$ cat src/rtl/binarization_pkg.sv
// ============================================================================
// Module  : binarization_pkg
// Brief   : Shared types and sizing helpers for the adaptive binarizer.
// Revision: 1.0 - initial release
// ============================================================================
`default_nettype none

package binarization_pkg;

  // Sizes for the default build (8-bit luminance, 22-bit pixel counter).
  localparam int DATA_W_DEF = 8;
  localparam int CNT_W_DEF  = 22;

  // Accumulator width, and the serial divider needs one cycle per bit of it.
  localparam int ACC_W   = DATA_W_DEF + CNT_W_DEF;
  localparam int DIV_CYC = ACC_W;

  // Threshold-estimation state machine.
  typedef enum logic [1:0] {
    ST_IDLE   = 2'd0,
    ST_ACCUM  = 2'd1,
    ST_DIVIDE = 2'd2,
    ST_DONE   = 2'd3
  } state_t;

  // Accumulator width for an arbitrary parameterisation.
  function automatic int acc_width(input int data_w, input int cnt_w);
    return data_w + cnt_w;
  endfunction

endpackage

`default_nettype wire

$ cat src/rtl/binarization_adaptive_div.sv
// ============================================================================
// Module  : serial_div_u
// Brief   : Restoring unsigned divider, one quotient bit per cycle. The first
//           bit is produced in the start cycle, so a full N_W-bit division
//           takes exactly N_W cycles. The quotient output is saturated to Q_W
//           bits and stays valid after done until the next start.
// Revision: 1.0 - initial release
// ============================================================================
`default_nettype none

module serial_div_u #(
  parameter int N_W = 30,
  parameter int D_W = 22,
  parameter int Q_W = 8
) (
  input  logic           clk,
  input  logic           rst,
  input  logic           start,
  input  logic [N_W-1:0] dividend,
  input  logic [D_W-1:0] divisor,
  output logic           busy,
  output logic           done,
  output logic [Q_W-1:0] quotient
);

  localparam int             L_W        = $clog2(N_W + 1);
  localparam logic [L_W-1:0] STEPS_LEFT = L_W'(N_W - 1);
  localparam logic [L_W-1:0] ONE_STEP   = L_W'(1);

  logic [N_W-1:0] quo_r, quo_src, quo_nxt;
  logic [D_W-1:0] rem_r, rem_src, rem_nxt;
  logic [D_W-1:0] dsr_r, dsr_src;
  logic [D_W:0]   trial;
  logic           fits;
  logic [L_W-1:0] left_r;

  // One restoring step; on start the step works directly on the new operands.
  always_comb begin
    quo_src = start ? dividend : quo_r;
    rem_src = start ? '0 : rem_r;
    dsr_src = start ? divisor : dsr_r;
    trial   = {rem_src, quo_src[N_W-1]};
    fits    = (trial >= {1'b0, dsr_src});
    rem_nxt = fits ? D_W'(trial - {1'b0, dsr_src}) : trial[D_W-1:0];
    quo_nxt = {quo_src[N_W-2:0], fits};
  end

  // Operand/partial-result registers and step counter.
  always_ff @(posedge clk) begin
    if (rst) begin
      quo_r  <= '0;
      rem_r  <= '0;
      dsr_r  <= '0;
      left_r <= '0;
      busy   <= 1'b0;
      done   <= 1'b0;
    end else begin
      done <= 1'b0;
      if (start) begin
        quo_r  <= quo_nxt;
        rem_r  <= rem_nxt;
        dsr_r  <= divisor;
        left_r <= STEPS_LEFT;
        busy   <= 1'b1;
      end else if (busy) begin
        quo_r  <= quo_nxt;
        rem_r  <= rem_nxt;
        left_r <= left_r - ONE_STEP;
        if (left_r == ONE_STEP) begin
          busy <= 1'b0;
          done <= 1'b1;
        end
      end
    end
  end

  // A mean never exceeds the pixel range, but clamp anyway for safety.
  assign quotient = (|quo_r[N_W-1:Q_W]) ? '1 : quo_r[Q_W-1:0];

endmodule

`default_nettype wire

$ cat src/rtl/binarization_adaptive.sv
// ============================================================================
// Module  : binarization_adaptive
// Brief   : Per-pixel binarizer with a fixed or frame-adaptive threshold. In
//           auto mode the mean luminance of a frame becomes the threshold of
//           a later frame; all changes take effect only at a frame start.
//           Optional macro BINARIZATION_HYST_EN adds per-line hysteresis
//           around the threshold (band half-width cfg_hyst).
// Revision: 1.0 - initial release
// ============================================================================
`default_nettype none

module binarization_adaptive
  import binarization_pkg::*;
#(
  parameter int DATA_W     = 8,
  parameter int CNT_W      = 22,
  parameter int DEF_THRESH = 32
) (
  input  logic              clk,
  input  logic              rst,
  input  logic              pre_vsync,
  input  logic              pre_href,
  input  logic              pre_de,
  input  logic [DATA_W-1:0] pre_data,
  input  logic              cfg_auto,
  input  logic [DATA_W-1:0] cfg_thresh,
  input  logic              cfg_invert,
  input  logic [DATA_W-1:0] cfg_hyst,
  output logic              post_vsync,
  output logic              post_href,
  output logic              post_de,
  output logic              monoc,
  output logic [DATA_W-1:0] cur_thresh,
  output logic              thresh_upd
);

  localparam int                SUM_W   = acc_width(DATA_W, CNT_W);
  localparam logic [CNT_W-1:0]  CNT_ONE = CNT_W'(1);
  localparam logic [DATA_W-1:0] THR_RST = DATA_W'(DEF_THRESH);

  state_t            state;
  logic              vs_d;
  logic              vs_rise, vs_fall;
  logic              auto_l, invert_l;
  logic              acc_mode, accum_en;
  logic [SUM_W-1:0]  sum;
  logic [CNT_W-1:0]  count;
  logic              div_start, div_done, div_busy_unused;
  logic [DATA_W-1:0] div_quot;
  logic [DATA_W-1:0] pend;
  logic              pend_v;
  logic [DATA_W-1:0] next_thresh;
  logic              below, pix_val;

  assign vs_rise = pre_vsync & ~vs_d;
  assign vs_fall = ~pre_vsync & vs_d;

  // The mode latched at a frame start already governs that start cycle.
  assign acc_mode = vs_rise ? cfg_auto : auto_l;
  assign accum_en = pre_vsync & pre_de & acc_mode;

  // Operands are captured here, so the accumulator is free for the next frame.
  assign div_start = (state == ST_ACCUM) && vs_fall && (count != '0);

  // Manual mode reloads every frame; auto mode takes a finished mean if any.
  assign next_thresh = cfg_auto ? (pend_v ? pend : cur_thresh) : cfg_thresh;

  // Configuration is sampled only at frame start to keep a frame consistent.
  always_ff @(posedge clk) begin
    if (rst) begin
      auto_l   <= 1'b0;
      invert_l <= 1'b0;
    end else if (vs_rise) begin
      auto_l   <= cfg_auto;
      invert_l <= cfg_invert;
    end
  end

  // Luminance sum and pixel count; restart at every frame start.
  always_ff @(posedge clk) begin
    if (rst) begin
      sum   <= '0;
      count <= '0;
    end else if (vs_rise) begin
      sum   <= accum_en ? SUM_W'(pre_data) : '0;
      count <= accum_en ? CNT_ONE : '0;
    end else if (accum_en && (count != '1)) begin
      sum   <= sum + SUM_W'(pre_data);
      count <= count + CNT_ONE;
    end
  end

  serial_div_u #(
    .N_W (SUM_W),
    .D_W (CNT_W),
    .Q_W (DATA_W)
  ) u_div (
    .clk      (clk),
    .rst      (rst),
    .start    (div_start),
    .dividend (sum),
    .divisor  (count),
    .busy     (div_busy_unused),
    .done     (div_done),
    .quotient (div_quot)
  );

  // Estimation FSM and pending-mean register. A frame that ends while the
  // previous division is still running is not measured.
  always_ff @(posedge clk) begin
    if (rst) begin
      state  <= ST_IDLE;
      pend   <= '0;
      pend_v <= 1'b0;
    end else begin
      if (vs_rise && cfg_auto) begin
        pend_v <= 1'b0;
      end
      case (state)
        ST_IDLE: begin
          if (vs_rise && cfg_auto) begin
            state <= ST_ACCUM;
          end
        end
        ST_ACCUM: begin
          if (vs_fall) begin
            state <= (count != '0) ? ST_DIVIDE : ST_IDLE;
          end
        end
        ST_DIVIDE: begin
          if (div_done) begin
            state <= ST_DONE;
          end
        end
        ST_DONE: begin
          pend   <= div_quot;
          pend_v <= 1'b1;
          state  <= (pre_vsync && acc_mode) ? ST_ACCUM : ST_IDLE;
        end
        default: state <= ST_IDLE;
      endcase
    end
  end

  // Threshold in use, updated only at frame start, with a change pulse.
  always_ff @(posedge clk) begin
    if (rst) begin
      cur_thresh <= THR_RST;
      thresh_upd <= 1'b0;
    end else begin
      thresh_upd <= 1'b0;
      if (vs_rise) begin
        cur_thresh <= next_thresh;
        thresh_upd <= (next_thresh != cur_thresh);
      end
    end
  end

  assign below = (pre_data < cur_thresh);

`ifdef BINARIZATION_HYST_EN
  logic              hyst_l;
  logic [DATA_W-1:0] hyst_band;
  logic              href_d, href_rise;
  logic              prev_bit, prev_eff;
  logic [DATA_W-1:0] dist;
  logic              in_band;

  assign href_rise = pre_href & ~href_d;
  assign prev_eff  = href_rise ? 1'b0 : prev_bit;
  assign dist      = (pre_data >= cur_thresh) ? (pre_data - cur_thresh)
                                              : (cur_thresh - pre_data);
  assign in_band   = (dist <= hyst_band);
  assign pix_val   = in_band ? prev_eff : (below ^ invert_l);
  assign hyst_l    = 1'b1;

  // Hysteresis band width and last decision of the current line.
  always_ff @(posedge clk) begin
    if (rst) begin
      hyst_band <= '0;
      href_d    <= 1'b0;
      prev_bit  <= 1'b0;
    end else begin
      href_d <= pre_href;
      if (vs_rise && hyst_l) begin
        hyst_band <= cfg_hyst;
      end
      if (pre_de) begin
        prev_bit <= pix_val;
      end else if (href_rise) begin
        prev_bit <= 1'b0;
      end
    end
  end
`else
  logic unused_hyst;
  assign unused_hyst = ^cfg_hyst;
  assign pix_val     = below ^ invert_l;
`endif

  // One-cycle timing delay with the binary pixel aligned to post_de.
  always_ff @(posedge clk) begin
    if (rst) begin
      vs_d       <= 1'b0;
      post_vsync <= 1'b0;
      post_href  <= 1'b0;
      post_de    <= 1'b0;
      monoc      <= 1'b0;
    end else begin
      vs_d       <= pre_vsync;
      post_vsync <= pre_vsync;
      post_href  <= pre_href;
      post_de    <= pre_de;
      monoc      <= pre_de & pix_val;
    end
  end

endmodule

`default_nettype wire

$ cat config.mk
export PLATFORM = sky130hd
export DESIGN_NAME = binarization_adaptive
export DESIGN_NICKNAME = d
export VERILOG_FILES = /design/src/rtl/binarization_pkg.sv /design/src/rtl/binarization_adaptive_div.sv /design/src/rtl/binarization_adaptive.sv
export SDC_FILE = /design/constraint.sdc
export NUM_CORES = 1
export LEC_CHECK = 0
export CORE_ASPECT_RATIO = 1.25
export CORE_MARGIN = 5
export CORE_UTILIZATION = 50
export DETAILED_ROUTE_END_ITERATION = 10
export PLACE_DENSITY = 0.68
export SLEW_MARGIN = 20
export SYNTH_ARGS = -nofsm -noshare
export SYNTH_HDL_FRONTEND = slang
export SYNTH_SLANG_ARGS = --single-unit
$ cat constraint.sdc
create_clock -name clk -period 17 [get_ports clk]
set_input_delay 5.1 -clock clk [delete_from_list [all_inputs] [get_ports clk]]
set_output_delay 5.1 -clock clk [all_outputs]
set_load 0.01 [all_outputs]
Yosys cells after proc, flatten, opt, wreduce, memory -nomap -nowiden
Cells that the tools add are included.
- logic and storage cells: 92
- output and inout bits: 13
- bits of input ports: 31
- flip-flop bits (word level): 159
- multiplexer cells: 32
- reduce and logical (&&, ||, !) cells: 15
- $add $sub $neg: 4
- bitwise operators: 10
- $lt $le $gt $ge: 2
- eq/ne operators: 9
- operator list (operator ; number):
    two-way mux 22 bit ; 7
    two-way mux 30 bit ; 5
    two-way mux 8 bit ; 4
    adder 30 x 8 -> 30 bit ; 1
    greater-or-equal comparator 23 x 22 -> 1 bit ; 1
    adder 22 x 1 -> 22 bit (second input constant) ; 1
    != test 22 bit (second input constant) ; 1
    nonzero test 22 bit ; 1
    OR reduction 22 bit ; 1
    subtractor 22 bit ; 1
    two-way mux 5 bit ; 2
    two-way mux 1 bit ; 9
    less-than comparator 8 bit ; 1
    two-way mux 2 bit ; 4
    != test 8 bit ; 1
    case mux 2 bit (4 select lines) ; 1
    nonzero test 2 bit ; 3
    AND 1 bit ; 5
    equality test 5 x 1 -> 1 bit (second input constant) ; 1
    logical AND 1 bit ; 5
    subtractor 5 x 1 -> 5 bit (second input constant) ; 1
    equality test 2 bit (second input constant) ; 2
    != test 2 bit (second input constant) ; 2
    NOT 1 bit ; 4
    other kinds (7) ; 8

Depth between registers and ports, before layout
- depth in word-level cells: 9
- depth in mapped cells: 22
- gate-level depth less buffers: 18

Cells and area by module
Synthesis repeated with hierarchy kept, for this count alone.
- cell total of the unflattened synthesis: 1143
- area, all modules: 9507.9 um2
- modules (own cells, without submodules) (module ; seq. area each (um2) ; area an instance (um2) ; cells an instance ; instances):
    serial_div_u ; 1621.6 ; 5064.9 ; 615 ; 1
    binarization_adaptive ; 1561.5 ; 4443.0 ; 528 ; 1

Worst setup path before layout
Ideal clock, no wire load.
- path type: input to register
- from: input pre_vsync
- to: register u_div.rem_r[21]
- stages on the path: 18
- data arrival time: 8.713 ns
- buffers on the path: 3
- library setup time: 0.115 ns
- data required time: 16.885 ns
- slack: 8.171 ns
- cells stage by stage: and4bb_2 > o31ai_4 > clkbuf_1 > clkbuf_1 > clkbuf_1 > nor2_1 > a21oi_1 > ha_1 > nor2b_1 > o21a_1 > o21ai_0 > a22oi_1 > a2111oi_0 > a211o_1 > o31a_1 > nand3b_1 > or3_1 > a31o_1
- cells in the longest elaborated chain, start to end: 9
- elaborated cells between the ends (all ways): 13
- those cells by class: 1 x add/sub; 1 x order compare; 6 x mux; 2 x bitwise; 3 x reduce/logical
- RTL lines (item ; line ; text):
    start: declaration ; binarization_adaptive.sv:21 ; input logic pre_vsync,
    NOT 1 bit * ; binarization_adaptive.sv:56 ; assign vs_fall = ~pre_vsync & vs_d;
    AND 1 bit * ; binarization_adaptive.sv:56 ;
    logical AND 1 bit * (2 in a row) ; binarization_adaptive.sv:63 ; assign div_start = (state == ST_ACCUM) && vs_fall && (count != '0);
    two-way mux 30 bit (tied with other cells) ; binarization_adaptive_div.sv:39 ; quo_src = start ? dividend : quo_r;
    subtractor 22 bit / greater-or-equal comparator 23 x 22 -> 1 bit (equally long branches) ; binarization_adaptive_div.sv:44, binarization_adaptive_div.sv:43 ;
    two-way mux 22 bit ; binarization_adaptive_div.sv:44 ; rem_nxt = fits ? D_W'(trial - {1'b0, dsr_src}) : trial[D_W-1:0];
    two-way mux 22 bit ; binarization_adaptive_div.sv:65 ; end else if (busy) begin
    two-way mux 22 bit ; binarization_adaptive_div.sv:59 ; if (start) begin
    end signal: assignment ; binarization_adaptive_div.sv:61 ; rem_r <= rem_nxt;
    end signal: assignment ; binarization_adaptive_div.sv:67 ; rem_r <= rem_nxt;
    end: declaration ; binarization_adaptive_div.sv:31 ; logic [D_W-1:0] rem_r, rem_src, rem_nxt;
Every way passes the cells marked *; elsewhere a longest branch is shown, timed or not. The select of a mux whose other input is x is not followed.
A chain may end at the register's enable or synchronous reset.

Worst setup path after layout
- from: input pre_vsync
- to: register u_div.rem_r[11]
The elaborated chain is that of the path after synthesis.

==> impl_metrics.tcl <==
set metrics [dict create \
    finalCritPeriodShare_pct 57.1 \
    drcViolationCount 0 \
    max-cap-violations 0 \
    fin_crit_ps 9710 \
    grt_util_all_layers_pct 22.0 \
    crit_fanout 70 \
    end_kind "flip-flop" \
    detail_route.wl_per_cell_microns 16.8 \
    diodes 0 \
    synth_area_per_cell_sq_um 8.29 \
    power.density_mw_per_mm2 86.6 \
    die-height_microns 159 \
    timing.setup.tns_ps 0 \
    rows 54 \
    root_buffer "clkbuf_16" \
    avgViaCountPerCell 5.87 \
    outcome "finished clean" \
    slew_viol_final 0 \
    yosys_register_bits 159 \
    critPathArrivalTime_ps 10000 \
    finalClockSkew_ps 19.5 \
    critPathSlowestCell "a21boi_2" \
    initial_utilization_pct 50.8 \
    slowest_delay_ps 660 \
    fmax_mhz 103 \
    insertion_delay_ps 430 \
    synth.distinct_cells 71 \
    area_growth_pct 11.9 \
    gp_congestion 0.823 \
    cts_hold_buf 0 \
    cts_tree "yes" \
    io_pins 44 \
    crit_chain "clkdlybuf4s50_1 > and4bb_2 > o31ai_4 > buf_4 > nor2_1 > a21oi_1 > ha_1 > nor2b_1 > o21a_1 > o21ai_0 > a22oi_1 > a211oi_2 > nor2_1 > a21boi_2 > buf_4 > nor2_1 > a211oi_1 > nor3_1" \
    min_path_type "flip-flop to flip-flop" \
    syn_inst 1072 \
    numCtsBuffers 17 \
    die-area_sq_mm 0.0206 \
    slew_headroom_pct 37.9 \
    worstMarginPinSlew_ps 928 \
    required_ps 17290 \
    io_buffer_count 35 \
    setup_violations 0 \
    crit_type "primary input to flip-flop" \
    rsz0062_at_grt "no" \
    core-area_sq_mm 0.0175 \
    clkTransAtPathRegs_ps 60 \
    grt_pass1_wl_microns 37200 \
    antenna_found_initial 0 \
    clockBufferDepth 2 \
    synth_edf_count 0 \
    drive_above_1_share_pct 5.92 \
    cpMostUsedCell "nor2_1" \
    dp_hpwl_microns 15200 \
    post_cts_buffers 0 \
    antenna_left 0 \
    first_pass_iters 6 \
    cts_repair_resize_count 0 \
    die_w_microns 129 \
    final_util_pct 56.8 \
    p_leak_uw 0.00390 \
    grt_max_degree 72 \
    worst_hold_slack_ps 465 \
    async_flop_share_pct 0 \
    ys_seq_area_share_pct 35.8 \
    vdd_drop_max_v 0.0000753 \
    synth_flop_cell "dfxtp_1" \
    synth_area_sq_mm 0.00889 \
    yosysWarningCount 0 \
    cp-start-kind "primary input" \
    hold_viol 0 \
    drt_iter0_markers 409 \
    synth.net_count 1145 \
    grt_pass1_vias 7514 \
    num_vias 7660 \
    drt_wl_total_microns 22000 \
    htree_levels 4 \
    nNetsFinal 1141 \
    overflow 0 \
    cts.sinks 159 \
]
where the power goes:
part | total, uW | leakage (uW) | switching (uW) | internal (uW)
Sequential | 382 | 0.00129 | 4.75 | 378
Clock | 406 | 0.000297 | 169 | 236
Combinational | 72.5 | 0.00231 | 41.4 | 31.2
flip-flops by register name, summed over array words and instances (netlist names), 5 cells and up, named ones only:
register      cells
u_div.quo_r      30
count            22
pend              8
u_div.rem_r      22
u_div.dsr_r      22
cur_thresh        8
sum              30
u_div.left_r      5
Yosys cell counts, types with 15 or more instances:
cell type / count / share of area, %
a211oi_1: 44 / 3.7
a21o_1: 20 / 1.7
a21oi_1: 69 / 3.9
and2_1: 29 / 2.0
and3_1: 17 / 1.2
clkbuf_1: 55 / 2.3
dfxtp_1: 159 / 36
ha_1: 40 / 5.6
inv_1: 28 / 1.2
mux2i_1: 52 / 5.9
nand2_1: 58 / 2.4
nand3_1: 28 / 1.6
nand4_1: 18 / 1.3
nor2_1: 146 / 6.2
nor3_1: 32 / 1.8
nor4_1: 15 / 1.1
o21ai_0: 53 / 3.0
or3_1: 20 / 1.4
xnor2_1: 37 / 3.6
xor2_1: 25 / 2.5
kinds of logic (layout without fill, tap and decap cells):
family,after synthesis,in the layout,synth area share (%)
muxes,53,53,5.98
DFF,159,159,35.8
xor gates and xnor gates,62,62,6.11
AOI/OAI and AO/OA,263,263,19.7
buffers and inverters,95,104,4.21
adders and majority gates,43,43,6.19
and+or+nand+nor,397,397,22.0
through the flow:
| step | worst slack, ps | instances | instance area (sq um) | total power (uW) |
|---|---|---|---|---|
| after floorplan | 8170 | 1072 | 8890 | 439 |
| after global placement | 6940 | 1273 | 9320 | 463 |
| after detailed placement | 6930 | 1273 | 9320 | 463 |
| after CTS | 7350 | 1305 | 9940 | 867 |
| after global routing | 6940 | 1305 | 9940 | 894 |
| final | 7290 | 1305 | 9940 | 861 |
cell usage in the layout (no fill, tap or decap), types with 25 or more instances in the layout:
cell type          n
a211oi_1          44
mux2i_1           52
nand3_1           28
xnor2_1           37
and2_1            29
ha_1              40
clkdlybuf4s50_1   34
inv_1             28
o21ai_0           53
dfxtp_1          158
xor2_1            25
nor3_1            32
a21oi_1           69
nor2_1           145
nand2_1           58
final cells by class:
class | count | area (sq um)
Clock buffer | 17 | 425
Clock inverter | 15 | 199
Fill cell | 1645 | 7550
Inverter | 28 | 105
Multi-Input combinational cell | 818 | 5340
Sequential cell | 159 | 3180
Tap cell | 224 | 280
Timing Repair Buffer | 44 | 415
critical path, delay by kind of cell:
| kind | cells | cell delay, ps |
|---|---|---|
| adders and majority gates | 1 | 300 |
| buffers and inverters | 3 | 1580 |
| and+or+nand+nor | 6 | 800 |
| AOI/OAI and AO/OA | 8 | 2190 |
per-layer routing:
| metal | up-vias | track usage, % | wire (microns) | share of wire (%) |
|---|---|---|---|---|
| met5 | - | 0 | 0 | 0 |
| met4 | 0 | 7.93 | 583 | 2.7 |
| met3 | 40 | 3.89 | 716 | 3.3 |
| met2 | 141 | 38.0 | 11100 | 51 |
| met1 | 3625 | 27.2 | 9570 | 44 |
| li1 | 3854 | - | - | - |
path summary, 6_finish.rpt:
check	start	to	slack [ps]	cells after the start
min	auto_l	auto_l	470	2
max	pre_vsync	u_div.rem_r[11]	7290	18
min reg2reg	auto_l	auto_l	470	2
max reg2reg	count[0]	u_div.rem_r[11]	11380	20
(Power assumes the default switching activity.)
